--- src/rtl/tdc_event_reader_if.sv ---
// TDC channel handshake plus downstream record stream, as seen by the event reader.
// master = reader side, slave = channel/readout side.
interface tdc_event_reader_if;
    logic        i_hasEvent;
    logic        i_busy;
    logic [31:0] i_timestamp;
    logic [31:0] i_pulseWidth;
    logic        o_clear;
    logic [63:0] o_data;
    logic        o_valid;
    logic        i_ready;

    modport master (
        input  i_hasEvent, i_busy, i_timestamp, i_pulseWidth, i_ready,
        output o_clear, o_data, o_valid
    );

    modport slave (
        output i_hasEvent, i_busy, i_timestamp, i_pulseWidth, i_ready,
        input  o_clear, o_data, o_valid
    );
endinterface

--- src/rtl/tdc_event_reader.sv ---
// Captures TDC channel events into a first-word-fall-through record FIFO, re-arms
// the channel with a clear pulse, and watches for channels that never release hasEvent.
module tdc_event_reader #(
    parameter int unsigned FIFO_DEPTH    = 8,
    parameter int unsigned CLEAR_TIMEOUT = 16,
    parameter int unsigned DROP_CNT_W    = 16
) (
    input  logic                        clk,
    input  logic                        reset,
    input  logic                        i_enable,
    output logic                        o_enable_channel,
    tdc_event_reader_if.master          bus,
    output logic [$clog2(FIFO_DEPTH):0] o_fifo_count,
    output logic [DROP_CNT_W-1:0]       o_drop_count,
    output logic                        o_error
);
    localparam int unsigned AW = $clog2(FIFO_DEPTH);
    localparam int unsigned TW = $clog2(CLEAR_TIMEOUT + 1);

    typedef enum logic [1:0] {
        IDLE,
        CAPTURE,
        CLEAR,
        WAIT_REL
    } state_t;

    state_t          state, state_n;
    logic [TW-1:0]   tmo_cnt, tmo_cnt_n;
    logic            clear_n, timeout, clear_q;

    logic [63:0]     mem [FIFO_DEPTH];
    logic [AW-1:0]   wr_ptr, rd_ptr;
    logic [AW:0]     count;
    logic            full, push, pop, drop;

    // tmo_cnt holds cycles since the most recent clear pulse (0 on the pulse cycle)
    always_comb begin
        state_n   = state;
        tmo_cnt_n = tmo_cnt;
        clear_n   = 1'b0;
        timeout   = 1'b0;
        case (state)
            IDLE: begin
                if (i_enable && bus.i_hasEvent) state_n = CAPTURE;
            end
            CAPTURE: begin
                state_n   = CLEAR;
                clear_n   = 1'b1;
                tmo_cnt_n = '0;
            end
            CLEAR: begin
                state_n   = WAIT_REL;
                tmo_cnt_n = tmo_cnt + 1'b1;
            end
            WAIT_REL: begin
                if (!bus.i_hasEvent) begin
                    state_n = IDLE;
                end else if (tmo_cnt == TW'(CLEAR_TIMEOUT - 1)) begin
                    timeout   = 1'b1;
                    clear_n   = 1'b1;
                    tmo_cnt_n = '0;
                end else begin
                    tmo_cnt_n = tmo_cnt + 1'b1;
                end
            end
            default: state_n = IDLE;
        endcase
    end

    always_ff @(posedge clk) begin
        if (reset) begin
            state            <= IDLE;
            tmo_cnt          <= '0;
            clear_q          <= 1'b0;
            o_error          <= 1'b0;
            o_enable_channel <= 1'b0;
            o_drop_count     <= '0;
        end else begin
            state            <= state_n;
            tmo_cnt          <= tmo_cnt_n;
            clear_q          <= clear_n;
            o_enable_channel <= i_enable;
            if (timeout) o_error <= 1'b1;
            if (drop && (o_drop_count != '1)) o_drop_count <= o_drop_count + 1'b1;
        end
    end

    // A pop in the capture cycle frees the slot the push needs, so a full FIFO does not drop
    assign full = (count == (AW + 1)'(FIFO_DEPTH));
    assign pop  = bus.o_valid && bus.i_ready;
    assign push = (state == CAPTURE) && (!full || pop);
    assign drop = (state == CAPTURE) && full && !pop;

    always_ff @(posedge clk) begin
        if (reset) begin
            wr_ptr <= '0;
            rd_ptr <= '0;
            count  <= '0;
            for (int unsigned i = 0; i < FIFO_DEPTH; i++) mem[i] <= '0;
        end else begin
            if (push) begin
                mem[wr_ptr] <= {bus.i_timestamp, bus.i_pulseWidth};
                wr_ptr      <= wr_ptr + 1'b1;
            end
            if (pop) rd_ptr <= rd_ptr + 1'b1;
            case ({push, pop})
                2'b10:   count <= count + 1'b1;
                2'b01:   count <= count - 1'b1;
                default: count <= count;
            endcase
        end
    end

    assign bus.o_clear   = clear_q;
    assign bus.o_valid   = (count != '0);
    assign bus.o_data    = mem[rd_ptr];
    assign o_fifo_count  = count;

    // A channel reporting a finished event cannot still be measuring
    assert property (@(posedge clk) disable iff (reset) !(bus.i_hasEvent && bus.i_busy));
endmodule
--- src/flat_wrapper.sv ---
// flat-port wrapper written by rule: the top's interface ports become plain ports
module tdc_event_reader_flat 
#(
    parameter int unsigned FIFO_DEPTH    = 8,
    parameter int unsigned CLEAR_TIMEOUT = 16,
    parameter int unsigned DROP_CNT_W    = 16
)
  (clk, reset, i_enable, o_enable_channel, o_fifo_count, o_drop_count, o_error, bus_i_hasEvent, bus_i_busy, bus_i_timestamp, bus_i_pulseWidth, bus_i_ready, bus_o_clear, bus_o_data, bus_o_valid);
  tdc_event_reader_if bus_i ();
  input  logic clk;
  input  logic reset;
  input  logic i_enable;
  output logic o_enable_channel;
  output logic [$clog2(FIFO_DEPTH):0] o_fifo_count;
  output logic [DROP_CNT_W-1:0] o_drop_count;
  output logic o_error;
  input wire logic [$bits(bus_i.i_hasEvent)-1:0] bus_i_hasEvent;
  input wire logic [$bits(bus_i.i_busy)-1:0] bus_i_busy;
  input wire logic [$bits(bus_i.i_timestamp)-1:0] bus_i_timestamp;
  input wire logic [$bits(bus_i.i_pulseWidth)-1:0] bus_i_pulseWidth;
  input wire logic [$bits(bus_i.i_ready)-1:0] bus_i_ready;
  output wire logic [$bits(bus_i.o_clear)-1:0] bus_o_clear;
  output wire logic [$bits(bus_i.o_data)-1:0] bus_o_data;
  output wire logic [$bits(bus_i.o_valid)-1:0] bus_o_valid;
  assign bus_i.i_hasEvent = bus_i_hasEvent;
  assign bus_i.i_busy = bus_i_busy;
  assign bus_i.i_timestamp = bus_i_timestamp;
  assign bus_i.i_pulseWidth = bus_i_pulseWidth;
  assign bus_i.i_ready = bus_i_ready;
  assign bus_o_clear = bus_i.o_clear;
  assign bus_o_data = bus_i.o_data;
  assign bus_o_valid = bus_i.o_valid;
  tdc_event_reader #(.FIFO_DEPTH(FIFO_DEPTH), .CLEAR_TIMEOUT(CLEAR_TIMEOUT), .DROP_CNT_W(DROP_CNT_W)) u_core (.clk(clk), .reset(reset), .i_enable(i_enable), .o_enable_channel(o_enable_channel), .bus(bus_i), .o_fifo_count(o_fifo_count), .o_drop_count(o_drop_count), .o_error(o_error));
endmodule
--- config.mk ---
export PLATFORM = sky130hd
export DESIGN_NAME = tdc_event_reader_flat
export DESIGN_NICKNAME = d
export VERILOG_FILES = /design/src/rtl/tdc_event_reader_if.sv /design/src/rtl/tdc_event_reader.sv /design/src/flat_wrapper.sv
export SDC_FILE = /design/constraint.sdc
export NUM_CORES = 1
export LEC_CHECK = 0
export ABC_AREA = 1
export BUFFER_PORTS_ARGS = -buffer_cell sky130_fd_sc_hd__buf_2
export CORE_MARGIN = 4
export CORE_UTILIZATION = 25
export DETAILED_ROUTE_END_ITERATION = 6
export GPL_TIMING_DRIVEN = 1
export RECOVER_POWER = 50
export SLEW_MARGIN = 5
export SYNTH_ARGS = -nofsm -noshare
export SYNTH_HDL_FRONTEND = slang
export SYNTH_SLANG_ARGS = --single-unit
--- constraint.sdc ---
create_clock -name clk -period 4.5 [get_ports clk]
set_input_delay 0.225 -clock clk [delete_from_list [all_inputs] [get_ports clk]]
set_output_delay 0.225 -clock clk [all_outputs]
set_load 0.005 [all_outputs]
==> flow_summary.toml, run 1 <==
[cells_and_area]
register_area_um2 = 16200
syn2layout_area_growth_pct = 16.7
multiInputGateArea_um2 = 7110
layout-drive-gt1-share_pct = 11.2
final_cell_mix = "nor2_1 (931), edfxtp_1 (512), nand2_1 (273)"
fill_cells = 10100
mostFrequentLayoutCell = "nor2_1"
final_net_count = 2579
insertedDiodeCount = 0

[placement]
place.gp.congestion = 0.745
numPortBuffers = 156
place_ws_ps = 1740
hpwl_mm = 36.9

[clocking]
clockRootBuffer = "clkbuf_16"
post_cts_buffers = 0
cts_buffer_depth = 3
cts_tree = "built"
worstSkewPairLatency_ps = 600
cts.sinks = 551
cts-htree-levels = 3
path_clk_slew_ps = 60
numCtsBuffers = 66

[sta]
hold_violations = 0
report.final.slew_viol_count = 511
finalSetupTns_ps = 0
period_share_pct = 81.7
rsz0062_at_grt = "false"
finClkSkew_ps = 23.3
max_slew_margin_pct = -42.9
period_needed_ps = 3670
fmax_ghz = 0.272
worst_slack_ps = 826
worstMarginPinSlew_ps = 2140
finalSetupViolCount = 0

[min_path]
hold_end = "u_core.mem[5][23]$_SDFFCE_PN0P_"
hp-start = "bus_i_pulseWidth[23]"
hold_path.class = "in -> reg"
whs_path_depth = 3

[global_routing]
grt_max_degree = 132
use_met2_pct = 22.7
busiest_layer = "met2"
antenna_found_initial = 5
grt_use_total_pct = 13.0
first_global_vias = 17400
grtUsageMet3_pct = 2.27
grt_pass1_wl_mm = 103
grtUsageMet1_pct = 16.5
gr-total-overflow = 0

[logic_synthesis]
yosys_warnings = 0
ys_seq_elements = 551
syn_avg_cell_area_um2 = 10.2
seq_area_frac_synth_pct = 66.0
async_reset_ff_share_pct = 0
syn-num-nets = 2477
yosysUniqueCellTypes = 32
synthCells = 2395
synth_ff_type = "edfxtp_1"
synth_edf_count = 512
netlist_area_um2 = 24500

[power_and_ir_drop]
clkPwrFrac_pct = 34.4
combPwrFrac_pct = 24.3
vdd_ir_drop_max_mv = 0.233
switchingPower_mw = 4.78
p_leak_nw = 11.3
powerDensity_nw_per_um2 = 531
p_sw_share_pct = 31.5
seq_power_share_pct = 41.3
intPower_mw = 10.4

[critical_path]
r2r_slack_ps = 830
cpMostUsedCell = "nor2_1"
crit_required_ps = 4900
crit_type = "reg -> reg"
path_buf_inv = 1
cp.arrival_ps = 4070
reg2reg_to = "u_core.mem[4][56]$_SDFFCE_PN0P_"
slowest_delay_ps = 1120
path_cells = "nor2_1 > nand3_1 > nand2_1 > nor3_1 > nand2_4 > clkbuf_2 > nor2_1"
crit_slowest_cell = "clkbuf_2"
reg2regPathDepth = 7
cp-end-kind = "register"
cp_max_fo = 64
r2r_start = "u_core.o_fifo_count[0]$_SDFFE_PP0P_"
startpoint_type = "register"
critPathTopFamily = "simple AND/OR/NAND/NOR gates"

[job]
cap_violations = 9

[floorplanning]
die-area_um2 = 103000
core-area_um2 = 96900
start_util_pct = 25.3
num_io_pins = 158
fp-row-count = 114
chipHeight_um = 321
die_x_um = 321

[drt]
wl_per_cell_um = 17.8
wl_mm = 68.2
post_drt_via_cell_ratio = 4.58
firstDrtPassIters = 6
drcViolationCount = 0
vias = 17500
drt_iter0_markers = 1294
drtAntennaViolNets = 0

[status]
status = "finished with violations"
violations = "max-capacitance violations, max-slew violations"
power groups by stage:
stage	clock, mW	sequential (mW)	combinational (mW)
after floorplan	0	6.25	2.45
after global placement	0	6.35	3.76
after detailed placement	0	6.36	3.77
after CTS	5.33	6.26	3.79
after global routing	5.55	6.30	4.18
final	5.21	6.26	3.68
layer usage:
layer	share of wire [%]	routed length, µm
met1	44	29900
met2	49	33200
met3	5.0	3400
met4	2.4	1640
met5	0.019	13
worst max-delay path by stage:
stage / cells after the start / slack, ps / start / end
2_1_floorplan: 8 / 1390 / u_core.state[1]$_SDFFE_PP0P_ / u_core.mem[0][0]$_SDFFCE_PN0P_
3_3_place_gp: 8 / 1740 / reset / u_core.mem[1][5]$_SDFFCE_PN0P_
3_5_place_dp: 8 / 1740 / reset / u_core.mem[1][5]$_SDFFCE_PN0P_
4_1_cts: 6 / 1200 / register / bus_o_data[34]
5_1_grt: 7 / 530 / u_core.o_fifo_count[1]$_SDFFE_PP0P_ / u_core.mem[4][63]$_SDFFCE_PN0P_
6_report: 7 / 830 / u_core.o_fifo_count[0]$_SDFFE_PP0P_ / u_core.mem[4][56]$_SDFFCE_PN0P_
cells by family (layout without fill, tap and decap cells):
| kind of cell | after synthesis | after routing | share of synthesized area, % |
|---|---|---|---|
| XOR/XNOR | 10 | 10 | 0.358 |
| AO/OA/AOI/OAI | 304 | 304 | 8.29 |
| adder cells (fa/ha/maj) | 12 | 12 | 0.614 |
| AND/OR/NAND/NOR | 1254 | 1254 | 19.6 |
| flip-flops | 551 | 551 | 66.0 |
| buffers and inverters | 264 | 416 | 5.08 |
layout make-up:
type	instances	share of cell area [%]
clock buffers	80	6.19
clock inverters	38	1.20
inverters	105	1.41
multi-input cells	1580	24.9
flip-flops and latches	551	56.6
well taps	1276	5.59
repair buffers	193	4.09
through the flow:
stage | utilization (%) | hold WS [ps] | cell area (µm²) | power, mW | instances
floorplan | - | 347 | 24500 | 8.70 | 2395
global placement | 27.4 | 448 | 26500 | 10.1 | 3698
detailed placement | 27.4 | 444 | 26500 | 10.1 | 3698
CTS | 29.6 | 0.102 | 28700 | 15.4 | 3823
global route | 29.5 | 25.3 | 28500 | 16.0 | 3823
finish | 29.5 | 34.5 | 28500 | 15.2 | 3823
sequential cells by signal, indices dropped and copies added, names as in the netlist, named ones only:
| name | cells |
|---|---|
| u_core.state | 2 |
| u_core.o_enable_channel | 1 |
| u_core.rd_ptr | 3 |
| u_core.o_drop_count | 16 |
| u_core.tmo_cnt | 5 |
| u_core.o_error | 1 |
| u_core.bus.o_clear | 1 |
| u_core.wr_ptr | 3 |
| u_core.o_fifo_count | 4 |
| u_core.mem | 512 |
timing repair:
action                                 in CTS  in global routing
gates resized for setup                     0                  0
hold buffers                                7                  0
endpoints found under the hold margin      20                  0
worst reg2reg max path, cell delays in order (launching register included):
cell      delay (ps)
dfxtp_1          420
nor2_1           120
nand3_1          130
nand2_1          180
nor3_1          1000
nand2_4           40
clkbuf_2        1120
nor2_1           460
synthesized netlist by cell type (4+ instances only):
| cell type | count | area share (%) |
|---|---|---|
| nand4_1 | 7 | 0.18 |
| ha_1 | 12 | 0.61 |
| buf_4 | 7 | 0.21 |
| buf_1 | 7 | 0.11 |
| inv_1 | 104 | 1.6 |
| xor2_1 | 5 | 0.18 |
| buf_6 | 20 | 0.92 |
| nand3_1 | 20 | 0.41 |
| o32ai_1 | 128 | 4.6 |
| nand2_2 | 7 | 0.18 |
| xnor2_1 | 5 | 0.18 |
| clkbuf_1 | 72 | 1.1 |
| o21ai_0 | 143 | 2.9 |
| a21oi_1 | 24 | 0.49 |
| edfxtp_1 | 512 | 63 |
| buf_2 | 52 | 1.1 |
| a21oi_2 | 4 | 0.14 |
| nor2_1 | 929 | 14 |
| nand2_1 | 277 | 4.2 |
| dfxtp_1 | 39 | 3.2 |
| nor3_1 | 7 | 0.14 |
(Power assumes the default switching activity.)
==> run 2: changes to the inputs <==
- clock period: 4.5 -> 3.08 ns (I/O delays scaled with it)
==> run 2 against run 1 <==
Critical path depth grew 1. Final area rose by 2.8%. Largest cell class unchanged. Critical endpoint is now u_core.mem[3][17]$_SDFFCE_PN0P_. Largest power group unchanged. The flow now finishes without violations. Setup slack worse by 470 ps. Total power grew 45%. Die area unchanged. Highest routed layer is now met4.
==> flow_summary.toml, run 2 (same netlist as run 1, synthesis figures left out) <==
[critical_path]
crit_required_ps = 3410
path_cells = "nor2_1 > nand3_1 > nand2_1 > nor2_1 > buf_4 > nand2_4 > clkbuf_4 > nor2_1"
startpoint_type = "register"
reg2regPathDepth = 8
slowest_delay_ps = 930
reg2reg_to = "u_core.mem[3][17]$_SDFFCE_PN0P_"
cpMostUsedCell = "nor2_1"
crit_slowest_cell = "clkbuf_4"
critPathTopFamily = "buffers and inverters"
r2r_slack_ps = 350
crit_type = "reg -> reg"
cp_max_fo = 64
cp.arrival_ps = 3060
r2r_start = "u_core.o_fifo_count[0]$_SDFFE_PP0P_"
cp-end-kind = "register"
path_buf_inv = 2

[placement]
place.gp.congestion = 0.732
numPortBuffers = 156
placed_cell_area_um2 = 26900
hpwl_mm = 37.7

[drt]
vias = 17800
firstDrtPassIters = 5
drcViolationCount = 0
drtAntennaViolNets = 0
wl_per_cell_um = 18.0
post_drt_via_cell_ratio = 4.56
wl_mm = 70.0
drt_iter0_markers = 1286

[min_path]
hold_end = "u_core.mem[5][55]$_SDFFCE_PN0P_"
whs_path_depth = 3
hold_path.class = "in -> reg"
hp-start = "bus_i_timestamp[23]"

[cells_and_area]
layout-drive-gt1-share_pct = 11.6
final_net_count = 2654
fill_cells = 9969
final_cell_mix = "nor2_1 (931), edfxtp_1 (512), nand2_1 (265)"
largest_reg_flops = 512
mostFrequentLayoutCell = "nor2_1"
syn2layout_area_growth_pct = 19.9
fin_area_um2 = 29300
top_register = "u_core.mem"
reg.largest.list = "u_core.mem x512, u_core.o_drop_count x16, u_core.tmo_cnt x5"

[floorplanning]
start_util_pct = 25.3
die-area_um2 = 103000
num_io_pins = 158
core-area_um2 = 96900
chipHeight_um = 321
die_x_um = 321
fp-row-count = 114

[sta]
rsz0062_at_grt = "false"
worstMarginPinSlew_ps = 1220
period_share_pct = 88.6
finalSetupTns_ps = 0
finalSetupViolCount = 0
report.final.slew_viol_count = 0
hold_violations = 0
fmax_ghz = 0.367
max_slew_margin_pct = 19.0
finClkSkew_ps = 12.6
period_needed_ps = 2730

[clocking]
worstSkewPairLatency_ps = 640
path_clk_slew_ps = 60
cts.sinks = 551
clockRootBuffer = "clkbuf_16"
cts-htree-levels = 2
cts_tree = "built"
cts_buffer_depth = 3
numCtsBuffers = 60

[power_and_ir_drop]
p_sw_share_pct = 31.8
clkPwrFrac_pct = 33.1
powerDensity_nw_per_um2 = 750
combPwrFrac_pct = 25.4
intPower_mw = 15.0
p_leak_nw = 11.6
vdd_ir_drop_max_mv = 0.498
seq_power_share_pct = 41.5
switchingPower_mw = 7.00

[global_routing]
antenna_found_initial = 2
first_global_vias = 17500
grt_max_degree = 131
grt_use_total_pct = 13.3
gr-total-overflow = 0
grt_pass1_wl_mm = 106

[job]
cap_violations = 0

[status]
status = "completed"
==> run 2: timing repair <==
action | in CTS | in global routing
endpoints found under the hold margin | 512 | 0
gates resized for setup | 0 | 0
hold buffers | 67 | 0
buffers inserted | 0 | 0
==> run 2: power groups by stage <==
stage | Combinational, mW | Sequential, mW | Clock [mW]
2_1_floorplan | 3.59 | 9.12 | 0
3_3_place_gp | 5.61 | 9.27 | 0
3_5_place_dp | 5.65 | 9.29 | 0
4_1_cts | 5.74 | 9.13 | 7.47
5_1_grt | 6.32 | 9.19 | 7.78
6_report | 5.59 | 9.12 | 7.29
==> run 2: routing by layer <==
metal | wire length, µm | part of all wire (%) | up-vias | GRT usage, %
met5 | 0 | 0 | - | 0
met4 | 1490 | 2.1 | 0 | 3.39
met3 | 3930 | 5.6 | 102 | 2.15
met2 | 33300 | 47 | 506 | 22.6
met1 | 31400 | 45 | 8695 | 17.9
li1 | - | - | 8498 | -
==> run 2: cell type report <==
cell class / count / area (µm²) / share of cell area [%]
repair buffers: 274 / 2060 / 7.00
diodes: 1 / 2.50 / 0.00853
well taps: 1276 / 1600 / 5.44
multi-input cells: 1580 / 7140 / 24.3
inverters: 105 / 402 / 1.37
flip-flops and latches: 551 / 16200 / 55.1
clock inverters: 40 / 438 / 1.49
clock buffers: 73 / 1550 / 5.28
==> run 2: tightest hold or removal path, cell delays in order <==
cell	delay [ps]
buf_2	140
inv_1	150
nor2_1	120
==> run 2: through the flow <==
stage	std cells	worst slack (ps)	hold WS (ps)	util, %	power, mW
detailed placement	3719	572	384	27.7	14.9
CTS	3899	285	0.793	30.5	22.3
global placement	3719	594	374	27.7	14.9
global route	3900	97.0	32.8	30.3	23.3
finish	3900	352	57.8	30.3	22.0
floorplan	2395	595	276	-	12.7
==> run 2: worst max path at each step <==
stage / startpoint / to / slack [ps] / depth (start not counted)
detailed placement: u_core.state[1]$_SDFFE_PP0P_ / u_core.mem[2][18]$_SDFFCE_PN0P_ / 570 / 7
global placement: u_core.state[1]$_SDFFE_PP0P_ / u_core.mem[2][18]$_SDFFCE_PN0P_ / 590 / 7
floorplan: u_core.state[1]$_SDFFE_PP0P_ / u_core.mem[0][0]$_SDFFCE_PN0P_ / 590 / 8
CTS: register / bus_o_data[60] / 290 / 6
global route: u_core.o_fifo_count[1]$_SDFFE_PP0P_ / u_core.mem[5][43]$_SDFFCE_PN0P_ / 100 / 8
finish: u_core.o_fifo_count[0]$_SDFFE_PP0P_ / u_core.mem[3][17]$_SDFFCE_PN0P_ / 350 / 8
==> run 3: changes to the inputs <==
- CAP_MARGIN: unset -> 15
- clock period: 3.08 -> 2.5 ns (I/O delays scaled with it)
==> run 3 against run 2 <==
First-iteration DRC count increased by 5.2%. Wire length increased by 3.1%. Sequential power grew 23%. Non-clock buffer count rose by 20. Sequential share of layout area down 0.63 points. Total power rose by 26%. Final area grew 1.2%. Via count up 0.79%. Combinational power rose by 33%. Clock skew up 14 ps. Critical path type is now reg -> out. Critical endpoint is now bus_o_data[19].
==> flow_summary.toml, run 3 (same netlist as run 1, synthesis figures left out) <==
[cells_and_area]
fin_area_um2 = 29700
top_register = "u_core.mem"
mostFrequentLayoutCell = "nor2_1"
syn2layout_area_growth_pct = 21.3
final_net_count = 2680
layout-drive-gt1-share_pct = 12.2
final_cell_mix = "nor2_1 (930), edfxtp_1 (512), nand2_1 (270)"
fill_cells = 9865
largest_reg_flops = 512
reg.largest.list = "u_core.mem x512, u_core.o_drop_count x16, u_core.tmo_cnt x5"

[global_routing]
grt_use_total_pct = 13.6
grt_pass1_wl_mm = 107
first_global_vias = 17500
grt_max_degree = 67
antenna_found_initial = 1
gr-total-overflow = 0

[floorplanning]
chipHeight_um = 321
die_x_um = 321
core-area_um2 = 96900
start_util_pct = 25.3
die-area_um2 = 103000
fp-row-count = 114
num_io_pins = 158

[placement]
hpwl_mm = 38.6
place_ws_ps = 90.5
placed_cell_area_um2 = 27000
place.gp.congestion = 0.733
numPortBuffers = 156

[power_and_ir_drop]
p_leak_nw = 11.7
total_power_mw = 27.7
vdd_ir_drop_max_mv = 0.623
powerDensity_nw_per_um2 = 933

[critical_path]
cp-end-kind = "output pin"
cpMostUsedCell = "nand2_1"
path_buf_inv = 3
cp_max_fo = 33
path_cells = "buf_12 > buf_16 > nor2_1 > o32ai_1 > nand2_1 > nand2_1 > buf_2"
slowest_delay_ps = 500
crit_required_ps = 2380
startpoint_type = "register"
cp.arrival_ps = 2250
crit_slowest_cell = "dfxtp_4"
crit_type = "reg -> out"
r2r_slack_ps = 150
critPathTopFamily = "flip-flops"

[sta]
finalSetupViolCount = 0
finClkSkew_ps = 27.0
period_share_pct = 94.9
hold_violations = 0
rsz0062_at_grt = "true"
max_slew_margin_pct = 27.3
worstMarginPinSlew_ps = 1090
hold_ws_ps = 45.4
period_needed_ps = 2370
worst_slack_ps = 127
fmax_ghz = 0.421
report.final.slew_viol_count = 0

[clocking]
worstSkewPairLatency_ps = 600
cts_buffer_depth = 3
cts.sinks = 551
path_clk_slew_ps = 60
cts-htree-levels = 3
numCtsBuffers = 66
clockRootBuffer = "clkbuf_16"
cts_tree = "built"

[job]
cap_violations = 0

[drt]
wl_per_cell_um = 18.4
drcViolationCount = 0
drtAntennaViolNets = 0
drt_iter0_markers = 1353
post_drt_via_cell_ratio = 4.57
wl_mm = 72.2
vias = 17900
firstDrtPassIters = 5

[status]
status = "completed"

[min_path]
hold_path.class = "in -> reg"
[run 3: cell types whose count changed in the layout (fill, tap and decap cells not counted), sizes merged]
cell    delta
clkinv     -2
buf       +13
inv        +1
bufinv     -4
clkbuf    +17
[run 3: area by class of cell]
type / count / area [µm²] / share of cell area, %
flip-flops and latches: 551 / 16200 / 54.5
multi-input cells: 1580 / 7120 / 24.0
repair buffers: 294 / 2350 / 7.91
clock buffers: 83 / 1750 / 5.88
well taps: 1276 / 1600 / 5.38
inverters: 105 / 410 / 1.38
clock inverters: 35 / 294 / 0.990
diodes: 1 / 2.50 / 0.00843
[run 3: worst paths after layout]
path,from,to,cells after the start
worst max register to register,u_core.state[1]$_SDFFE_PP0P_,u_core.mem[7][17]$_SDFFCE_PN0P_,8
worst max-delay path,register,bus_o_data[19],7
worst min register to register,u_core.rd_ptr[2]$_SDFFE_PP0N_,register,2
worst min-delay path,bus_i_timestamp[23],u_core.mem[6][55]$_SDFFCE_PN0P_,3
[run 3: power breakdown]
part	switching (mW)	leakage (nW)	internal, mW
clock	3.83	0.984	5.29
combinational	4.69	5.07	2.73
sequential	0.317	5.61	10.8
total	8.84	11.7	18.9
[run 3: routing by layer]
layer | vias to the layer above | GRT usage (%) | wire [µm]
li1 | 8559 | - | -
met1 | 8816 | 17.6 | 31900
met2 | 460 | 23.3 | 35100
met3 | 107 | 2.47 | 3660
met4 | 0 | 3.94 | 1530
met5 | - | 0 | 0
[run 3: repair_timing]
action | CTS | global route
gates cloned | 0 | 1
hold buffers | 67 | 0
hold endpoints to repair | 511 | 0
gates resized for setup | 3 | 7
setup buffers | 3 | 3
setup endpoints to repair | 63 | 64
[run 3: worst min-delay path, cell delays in order]
cell and delay (ps):
buf_2 120, inv_1 140, nor2_1 120
[run 3: stage by stage]
step	instances	utilization, %	TNS, ps
finish	3925	30.7	0
global route	3925	30.7	-124
CTS	3920	30.8	0
detailed placement	3732	27.9	0
global placement	3732	27.9	0
floorplan	2395	-	0
